File: config.mk
export PLATFORM = sky130hd
export DESIGN_NAME = cell_cdc_hs_src
export DESIGN_NICKNAME = d
export VERILOG_FILES = /design/src/rtl/cell_cdc_hs_src.sv
export SDC_FILE = /design/constraint.sdc
export NUM_CORES = 1
export LEC_CHECK = 0
export CORE_ASPECT_RATIO = 1.1
export CORE_MARGIN = 2
export CORE_UTILIZATION = 48
export DETAILED_ROUTE_END_ITERATION = 6
export PLACE_DENSITY_LB_ADDON = 0.05
export SLEW_MARGIN = 0
export SYNTH_ARGS = -nofsm -noshare
export SYNTH_HDL_FRONTEND = slang
export SYNTH_SLANG_ARGS = --single-unit
File: constraint.sdc
create_clock -name CK -period 4.7 [get_ports CK]
set_clock_uncertainty 0.1 [all_clocks]
set_input_delay 1.41 -clock CK [delete_from_list [all_inputs] [get_ports CK]]
set_output_delay 1.41 -clock CK [all_outputs]
set_load 0.01 [all_outputs]
File: src/rtl/cell_cdc_hs_src.sv
// Source side of a two-phase (toggle) request/ack clock-domain crossing.
// A word is captured into XDATA, XREQ toggles one cycle later, and the block
// waits for the synchronised ack toggle to match XREQ before taking another.
module cell_cdc_hs_src #(
    parameter int WIDTH       = 32,
    parameter int TIMEOUT_CYC = 1024
) (
    input  logic             CK,
    input  logic             RN,
    input  logic             IN_VALID,
    input  logic [WIDTH-1:0] IN_DATA,
    output logic             IN_READY,
    output logic [WIDTH-1:0] XDATA,
    output logic             XREQ,
    input  logic             XACK,
    output logic             DONE,
    output logic             TIMEOUT_ERR
);

    localparam int CW = (TIMEOUT_CYC > 0) ? $clog2(TIMEOUT_CYC + 1) : 1;
    localparam logic [CW-1:0] TMAX = CW'(TIMEOUT_CYC);

    typedef enum logic [1:0] {
        IDLE,
        SETUP,
        WAIT
    } state_e;

    state_e           state_q, state_d;
    logic             ack_s1_q, ack_s2_q;
    logic [1:0]       settle_q;
    logic             xreq_q, xreq_d;
    logic [WIDTH-1:0] xdata_q, xdata_d;
    logic [CW-1:0]    cnt_q, cnt_d;
    logic             done_q, done_d;
    logic             terr_q, terr_d;
    logic             ack_match;
    logic             accept;

    assign ack_match = (ack_s2_q == xreq_q);
    assign accept    = IN_VALID && IN_READY;

    // State register, forced back to IDLE by reset.
    always_ff @(posedge CK) begin
        if (!RN) begin
            state_q <= IDLE;
        end else begin
            state_q <= state_d;
        end
    end

    // Next state: accept in IDLE, one SETUP cycle, then wait for the ack toggle.
    always_comb begin
        state_d = state_q;
        case (state_q)
            IDLE:    if (accept)    state_d = SETUP;
            SETUP:                  state_d = WAIT;
            WAIT:    if (ack_match) state_d = IDLE;
            default:                state_d = IDLE;
        endcase
    end

    // Ready gating and next values of the data, request, counter and pulse flops.
    // settle_q keeps IN_READY low until ack_s2 has had two cycles to reflect XACK
    // after reset, so a stale ack level is never mistaken for a matching one.
    always_comb begin
        IN_READY = RN && settle_q[1] && (state_q == IDLE) && ack_match;
        xdata_d  = xdata_q;
        xreq_d   = xreq_q;
        cnt_d    = cnt_q;
        done_d   = 1'b0;
        terr_d   = 1'b0;
        case (state_q)
            IDLE: begin
                if (accept) xdata_d = IN_DATA;
            end
            SETUP: begin
                xreq_d = ~xreq_q;
                cnt_d  = '0;
            end
            WAIT: begin
                if (ack_match) begin
                    done_d = 1'b1;
                end else begin
                    if (cnt_q != TMAX) cnt_d = cnt_q + CW'(1);
                    if ((TIMEOUT_CYC != 0) && (cnt_q != TMAX) && (cnt_d == TMAX)) terr_d = 1'b1;
                end
            end
            default: begin
                xreq_d = xreq_q;
            end
        endcase
    end

    // Datapath registers, ack synchroniser and post-reset settle shift register.
    always_ff @(posedge CK) begin
        if (!RN) begin
            ack_s1_q <= 1'b0;
            ack_s2_q <= 1'b0;
            settle_q <= 2'b00;
            xreq_q   <= 1'b0;
            xdata_q  <= '0;
            cnt_q    <= '0;
            done_q   <= 1'b0;
            terr_q   <= 1'b0;
        end else begin
            ack_s1_q <= XACK;
            ack_s2_q <= ack_s1_q;
            settle_q <= {settle_q[0], 1'b1};
            xreq_q   <= xreq_d;
            xdata_q  <= xdata_d;
            cnt_q    <= cnt_d;
            done_q   <= done_d;
            terr_q   <= terr_d;
        end
    end

    assign XDATA       = xdata_q;
    assign XREQ        = xreq_q;
    assign DONE        = done_q;
    assign TIMEOUT_ERR = terr_q;

endmodule

; ---- Word-level counts from Yosys, hierarchy flattened
; Cells that the tools add are included.
[totals]
ff_bits = 52
latchBits = 0
ramBits = 0
mem_bits_ro = 0
in_bits = 36
out_inout_bits = 36
elab_cells = 45
memories = 0
[op_classes]
n_addsub = 1
multipliers = 0
n_div = 0
n_lt_le_gt_ge = 0
n_eq_ne = 8
shifts = 0
muxes = 11
n_bitwise = 3
n_reduce_logical = 12
[ops]
columns = operator, n
row1 = $mux W11, 4
row2 = $pmux W11 S2, 1
row3 = $add A11 B1 Y11 const B, 1
row4 = $eq A11 B11 Y1 const B, 1
row5 = $ne A11 B11 Y1 const B, 1
row6 = $reduce_and A2 Y1, 4
row7 = $ne A2 B2 Y1 const B, 3
row8 = $pmux W2 S3, 1
row9 = $logic_and A1 B1 Y1, 5
row10 = $mux W2, 2
row11 = $mux W1, 3
row12 = $not A1 Y1, 3
row13 = $reduce_or A3 Y1, 1
row14 = $eq A2 B1 Y1 const B, 1
row15 = $eq A2 B2 Y1 const B, 1
row16 = $logic_not A2 Y1, 1
row17 = $reduce_bool A2 Y1, 1
row18 = $eq A1 B1 Y1, 1

; ---- Longest topological paths before layout
; Gate-level depths: netlist (run 1).
[logic_depth]
word_depth = 7
depth_mapped = 7
mapped_depth_nobuf = 7

; ---- Worst setup path after synthesis (run 1)
; No wires, ideal clock.
[synth_path]
kind = input to output
startpoint = input RN
endpoint = output IN_READY
t_arrival_ns = 1.832
t_required_ns = 3.190
path_slack_ns = 1.358
path_stages = 2
path_buffers = 0
path_cell_list = inv_2 > nor4_2
[synth_via]
elab_chain_len = 3
[synth_rtl]
columns = element, line
row1 = "start, declared", 9  ; input logic RN,
row2 = $logic_and A1 B1 Y1 (3 in series), 67  ; IN_READY = RN && settle_q[1] && (state_q == IDLE) && ack_match;
row3 = "end, declared", 12  ; output logic IN_READY,
; Every way passes these cells.

; ---- Final worst setup path (run 1)
; Ends and elaborated chain as after synthesis.

==> results.sh, run 1 <==
export IMPL_status="complete, no violations"
export IMPL_arrival_ns=2.86
export IMPL_drt_drc_violations_left=0
export IMPL_layout_setup_ws_ns=0.329
export IMPL_clockBufferDepth=2
export IMPL_startpoint_type="input port"
export IMPL_synth_area_leaders="dfxtp_1, nand2_1, a21oi_1"
export IMPL_cts_tree="built"
export IMPL_ant_nets=0
export IMPL_power_density_mw_per_mm2=270
export IMPL_synthMuxAreaShare_pct=0
export IMPL_start_util_pct=49.2
export IMPL_synth_top_area_share_pct=50.1
export IMPL_port_buffers=71
export IMPL_routed_via_density=5.11
export IMPL_syn_area_mm2=0.00208
export IMPL_cts_hold_buf=0
export IMPL_synth_simple_area_share_pct=27.5
export IMPL_vdd_drop_max_mv=0.257
export IMPL_grt_max_degree=44
export IMPL_wl_per_cell_um=12.7
export IMPL_insertion_delay_ns=0.30
export IMPL_synth_xor_area_share_pct=1.63
export IMPL_drive_gt1_share_pct=4.94
export IMPL_synth_adder_area_share_pct=1.20
export IMPL_overflow=0
export IMPL_drv_slew=0
export IMPL_p_leak_nw=0.991
export IMPL_endpoint_kind="primary output"
export IMPL_yosysTopAreaCell="dfxtp_1"
export IMPL_syn_instance_count=256
export IMPL_cts_made_buffers=5
export IMPL_synth_edf_count=0
export IMPL_ys_types=36
export IMPL_grt_total_usage_pct=20.8
export IMPL_hpwlAfterDp_mm=3.22
export IMPL_period_needed_ns=4.37
export IMPL_fp_dieArea_mm2=0.00487
export IMPL_synth_nets=294
export IMPL_die_h_um=73.0
export IMPL_setup_violations=0
export IMPL_critPathMaxFanout=2
export IMPL_pre_cts_slack_ns=0.316
export IMPL_yosys_warnings=0
export IMPL_clk_pin_slew_ns=0.08
export IMPL_cts_resized=0
export IMPL_async_flop_share_pct=0
export IMPL_root_buffer="clkbuf_8"
export IMPL_final_util_pct=68.8
export IMPL_critPathKind="input port to primary output"
export IMPL_antenna_found_initial=0
export IMPL_finalCritPeriodShare_pct=93.0
export IMPL_hp_class="flop to flop"
export IMPL_cts_sinks=52
export IMPL_synth_top_family_by_area="simple AND/OR/NAND/NOR gates"
export IMPL_tns_ns=0
export IMPL_cp_required_ns=3.19
export IMPL_max_cap_violations=0
export IMPL_post_cts_setup_buffers=0
export IMPL_synth_seq_cells=52
export IMPL_rsz0062_at_grt="no"
export IMPL_htree_num_levels=2
export IMPL_synth_compound_area_share_pct=15.7
export IMPL_hold_viol_final=0
export IMPL_fp_dieW_um=66.7
export IMPL_insertedDiodeCount=0
export IMPL_slew_limit_headroom_pct=44.2
export IMPL_io_pins=72
export IMPL_grt_pass1_vias=1795
export IMPL_firstDrtPassIters=4
export IMPL_tightest_slew_ns=0.837
export IMPL_nets=361
export IMPL_area_growth_pct=39.8
export IMPL_synth_flop_cell="dfxtp_1"
export IMPL_coreArea_mm2=0.00422
export IMPL_fmax_mhz=229
export IMPL_ys_seq_area_share_pct=50.1
export IMPL_vias=1930
export IMPL_placementRows=25
export IMPL_avgSynthCellArea_um2=8.12
export IMPL_gp_congestion=0.849
export IMPL_wl_mm=4.79
export IMPL_grt_pass1_wl_mm=7.81
export IMPL_drt_iter0_markers=212
Yosys cell counts (3+ instances only):
| cell type | instances |
|---|---|
| nand3b_1 | 3 |
| nand2_1 | 71 |
| nand3_1 | 5 |
| nand4_1 | 3 |
| o21ai_0 | 8 |
| buf_4 | 3 |
| and2_1 | 4 |
| or3_1 | 4 |
| clkbuf_1 | 8 |
| a21oi_1 | 43 |
| nor2_1 | 11 |
| nor3_1 | 5 |
| dfxtp_1 | 52 |
power by group:
group | switching, W | internal, W
combinational | 0.0000278 | 0.0000431
clock | 0.000142 | 0.000120
sequential | 0.00000389 | 0.000448
critical path: stages:
cell             delay [ns]
clkdlybuf4s50_1        0.49
inv_2                  0.05
nor4_2                 0.32
clkdlybuf4s50_1        0.60
cell usage in the layout, fill, tap and decap left out, types with 3 or more instances in the layout:
| master | count |
|---|---|
| clkdlybuf4s50_1 | 71 |
| nand3_1 | 5 |
| nor2_1 | 11 |
| nand3b_1 | 3 |
| and2_1 | 4 |
| a21oi_1 | 43 |
| nand4_1 | 3 |
| o21ai_0 | 8 |
| or3_1 | 4 |
| clkbuf_8 | 6 |
| buf_4 | 3 |
| dfxtp_1 | 52 |
| nand2_1 | 71 |
| nor3_1 | 5 |
sequential cells by signal (all words and copies together), names as in the netlist:
register     count
DONE             1
TIMEOUT_ERR      1
XDATA           32
XREQ             1
ack_s1_q         1
ack_s2_q         1
cnt_q           11
settle_q         2
state_q          2
final cells by class:
class / count / area (µm²)
fill: 348 / 1320
sequential: 52 / 1040
multi-input combinational: 186 / 955
timing repair buffer: 74 / 733
clock buffer: 7 / 86.3
tap: 54 / 67.6
inverter: 4 / 15.0
clock inverter: 1 / 7.51
metal layers:
metal | vias up | part of all wire, % | global-route usage (%)
met5 | - | 0 | 0
met4 | 0 | 1.4 | 7.03
li1 | 999 | - | -
met1 | 862 | 43 | 24.8
met3 | 7 | 8.4 | 8.49
met2 | 62 | 47 | 34.0
cell families after synthesis:
logic type                 after synthesis
buffers and inverters                   18
adders and majority gates                2
DFF                                     52
AOI/OAI and AO/OA                       60
and+or+nand+nor                        121
xor gates and xnor gates                 3
stage by stage:
step | area [µm²] | std cells | power [W] | hold slack, ns
5_1_grt | 2910 | 378 | 0.000815 | 0.373
3_5_place_dp | 2810 | 370 | 0.000534 | 0.319
6_report | 2910 | 378 | 0.000785 | 0.338
3_3_place_gp | 2810 | 370 | 0.000533 | 0.314
4_1_cts | 2910 | 378 | 0.000794 | 0.342
2_1_floorplan | 2080 | 256 | 0.000487 | 0.312
path summary, 6_finish.rpt:
check             slack (ns)           to   startpoint  cells past startpoint
setup / recovery        0.33     IN_READY           RN                      4
hold / removal          0.34  settle_q[1]  settle_q[0]                      1
setup reg to reg        2.66  TIMEOUT_ERR     cnt_q[0]                      6
hold reg to reg         0.34  settle_q[1]  settle_q[0]                      1
Note: power is estimated with default switching activity, not from simulation.
==> run 2: changes to the inputs <==
--- a/config.mk
+++ b/config.mk
@@ -7,7 +7,7 @@
 export LEC_CHECK = 0
 export CORE_ASPECT_RATIO = 1.1
 export CORE_MARGIN = 2
-export CORE_UTILIZATION = 48
+export CORE_UTILIZATION = 45
 export DETAILED_ROUTE_END_ITERATION = 6
 export PLACE_DENSITY_LB_ADDON = 0.05
 export SLEW_MARGIN = 0
==> run 2 against run 1 <==
  * Sequential share of layout area unchanged
  * Total power increased by 0.31%
  * Worst setup slack improved by 0.039 ns
  * Maximum frequency increased by 0.90%
  * Hold slack improved by 0.0064 ns
  * Sequential cell count unchanged
==> results.sh, run 2 (synthesized netlist as in run 1, its figures left out) <==
export IMPL_status="complete, no violations"
export IMPL_cts_made_buffers=5
export IMPL_coreArea_mm2=0.00438
export IMPL_endpoint_kind="primary output"
export IMPL_grt_pass1_wl_mm=7.94
export IMPL_grt_total_usage_pct=20.2
export IMPL_grt_pass1_vias=1798
export IMPL_seqPwrFrac_pct=57.4
export IMPL_clockBufferDepth=2
export IMPL_cts_tree="built"
export IMPL_period_needed_ns=4.33
export IMPL_port_buffers=71
export IMPL_power_density_mw_per_mm2=271
export IMPL_io_pins=72
export IMPL_drt_iter0_markers=111
export IMPL_fillers=389
export IMPL_p_comb_share_pct=9.0
export IMPL_tns_ns=0
export IMPL_cts_hold_buf=0
export IMPL_cp_required_ns=3.19
export IMPL_wl_mm=4.82
export IMPL_placementRows=25
export IMPL_sw_frac_of_total_pct=22.4
export IMPL_vias=1911
export IMPL_drive_gt1_share_pct=4.94
export IMPL_nets=361
export IMPL_insertion_delay_ns=0.30
export IMPL_setup_violations=0
export IMPL_p_leak_nw=0.991
export IMPL_cts_sinks=52
export IMPL_r2r_cells=6
export IMPL_antenna_found_initial=0
export IMPL_critPathKind="input port to primary output"
export IMPL_most_common_layout_cells="nand2_1, clkdlybuf4s50_1, dfxtp_1"
export IMPL_min_to="ack_s2_q"
export IMPL_reg2reg_to="TIMEOUT_ERR"
export IMPL_reg2reg_from="cnt_q[0]"
export IMPL_clk_pin_slew_ns=0.09
export IMPL_hp_class="flop to flop"
export IMPL_hold_viol_final=0
export IMPL_root_buffer="clkbuf_8"
export IMPL_final_util_pct=66.3
export IMPL_overflow=0
export IMPL_firstDrtPassIters=4
export IMPL_fmax_mhz=231
export IMPL_start_util_pct=47.5
export IMPL_startpoint_type="input port"
export IMPL_worst_hold_slack_ns=0.344
export IMPL_die_h_um=75.3
export IMPL_finalCritPeriodShare_pct=92.2
export IMPL_fp_dieW_um=68.8
export IMPL_pwr_share_clk_pct=33.6
export IMPL_drt_drc_violations_left=0
export IMPL_insertedDiodeCount=0
export IMPL_holdPathStages=1
export IMPL_largest_reg_flops=32
export IMPL_r2r_slack_ns=2.68
export IMPL_area_growth_pct=39.8
export IMPL_fp_dieArea_mm2=0.00518
export IMPL_gp_congestion=0.755
export IMPL_arrival_ns=2.82
export IMPL_slew_limit_headroom_pct=46.2
export IMPL_cts_resized=0
export IMPL_grt_max_degree=44
export IMPL_vdd_drop_max_mv=0.225
export IMPL_wl_per_cell_um=12.8
export IMPL_post_cts_setup_buffers=0
export IMPL_htree_num_levels=2
export IMPL_rsz0062_at_grt="no"
export IMPL_routed_via_density=5.06
export IMPL_internal_power_w=0.000611
export IMPL_switchingPower_w=0.000176
export IMPL_drv_slew=0
export IMPL_ant_nets=0
export IMPL_critPathMaxFanout=2
export IMPL_tightest_slew_ns=0.807
export IMPL_max_cap_violations=0
export IMPL_hpwlAfterDp_mm=3.28
export IMPL_hp_start="ack_s1_q"
==> run 2: critical path, stage by stage <==
cell and delay, ns:
clkdlybuf4s50_1 0.49, inv_2 0.05, nor4_2 0.29, clkdlybuf4s50_1 0.59
==> run 2: power groups by stage <==
stage / logic [W] / registers (W) / clock network [W]
2_1_floorplan: 0.0000215 / 0.000465 / 0
3_3_place_gp: 0.0000714 / 0.000462 / 0
3_5_place_dp: 0.0000716 / 0.000463 / 0
4_1_cts: 0.0000721 / 0.000452 / 0.000273
5_1_grt: 0.0000775 / 0.000453 / 0.000288
6_report: 0.0000709 / 0.000452 / 0.000264
==> run 2: metal layers <==
| metal | global-route usage, % | up-vias | wire [µm] |
|---|---|---|---|
| li1 | - | 997 | - |
| met1 | 24.6 | 858 | 2130 |
| met2 | 33.0 | 48 | 2310 |
| met3 | 6.88 | 8 | 304 |
| met4 | 7.19 | 0 | 70 |
| met5 | 0 | - | 0 |
==> run 2: cell type report <==
| type | instances | area, µm² | share of cell area, % |
|---|---|---|---|
| Tap cell | 54 | 67.6 | 2.33 |
| Timing Repair Buffer | 74 | 733 | 25.2 |
| Clock buffer | 7 | 86.3 | 2.97 |
| Clock inverter | 1 | 7.51 | 0.258 |
| Inverter | 4 | 15.0 | 0.517 |
| Sequential cell | 52 | 1040 | 35.8 |
| Multi-Input combinational cell | 186 | 955 | 32.9 |
==> run 2: per-stage QoR <==
stage                     std cells  cell area (µm²)  total power, W  setup WS (ns)
after global routing            378             2910        0.000819          0.241
after floorplan                 256             2080        0.000487           1.36
final                           378             2910        0.000787          0.368
after CTS                       378             2910        0.000797          0.357
after detailed placement        370             2810        0.000534          0.366
after global placement          370             2810        0.000534          0.399
==> run 2: worst max-delay path by stage <==
stage	start	endpoint	depth (start not counted)	slack, ns
2_1_floorplan	RN	IN_READY	2	1.36
3_3_place_gp	RN	IN_READY	4	0.40
3_5_place_dp	RN	IN_READY	4	0.37
4_1_cts	RN	IN_READY	4	0.36
5_1_grt	RN	IN_READY	4	0.24
6_report	RN	IN_READY	4	0.37
==> run 3: changes to the inputs <==
--- a/config.mk
+++ b/config.mk
@@ -5,6 +5,7 @@
 export SDC_FILE = /design/constraint.sdc
 export NUM_CORES = 1
 export LEC_CHECK = 0
+export CAP_MARGIN = 30
 export CORE_ASPECT_RATIO = 1.1
 export CORE_MARGIN = 2
 export CORE_UTILIZATION = 45
==> results of run 3 <==
The final DEF is identical to that of run 2; final timing and power are the same.
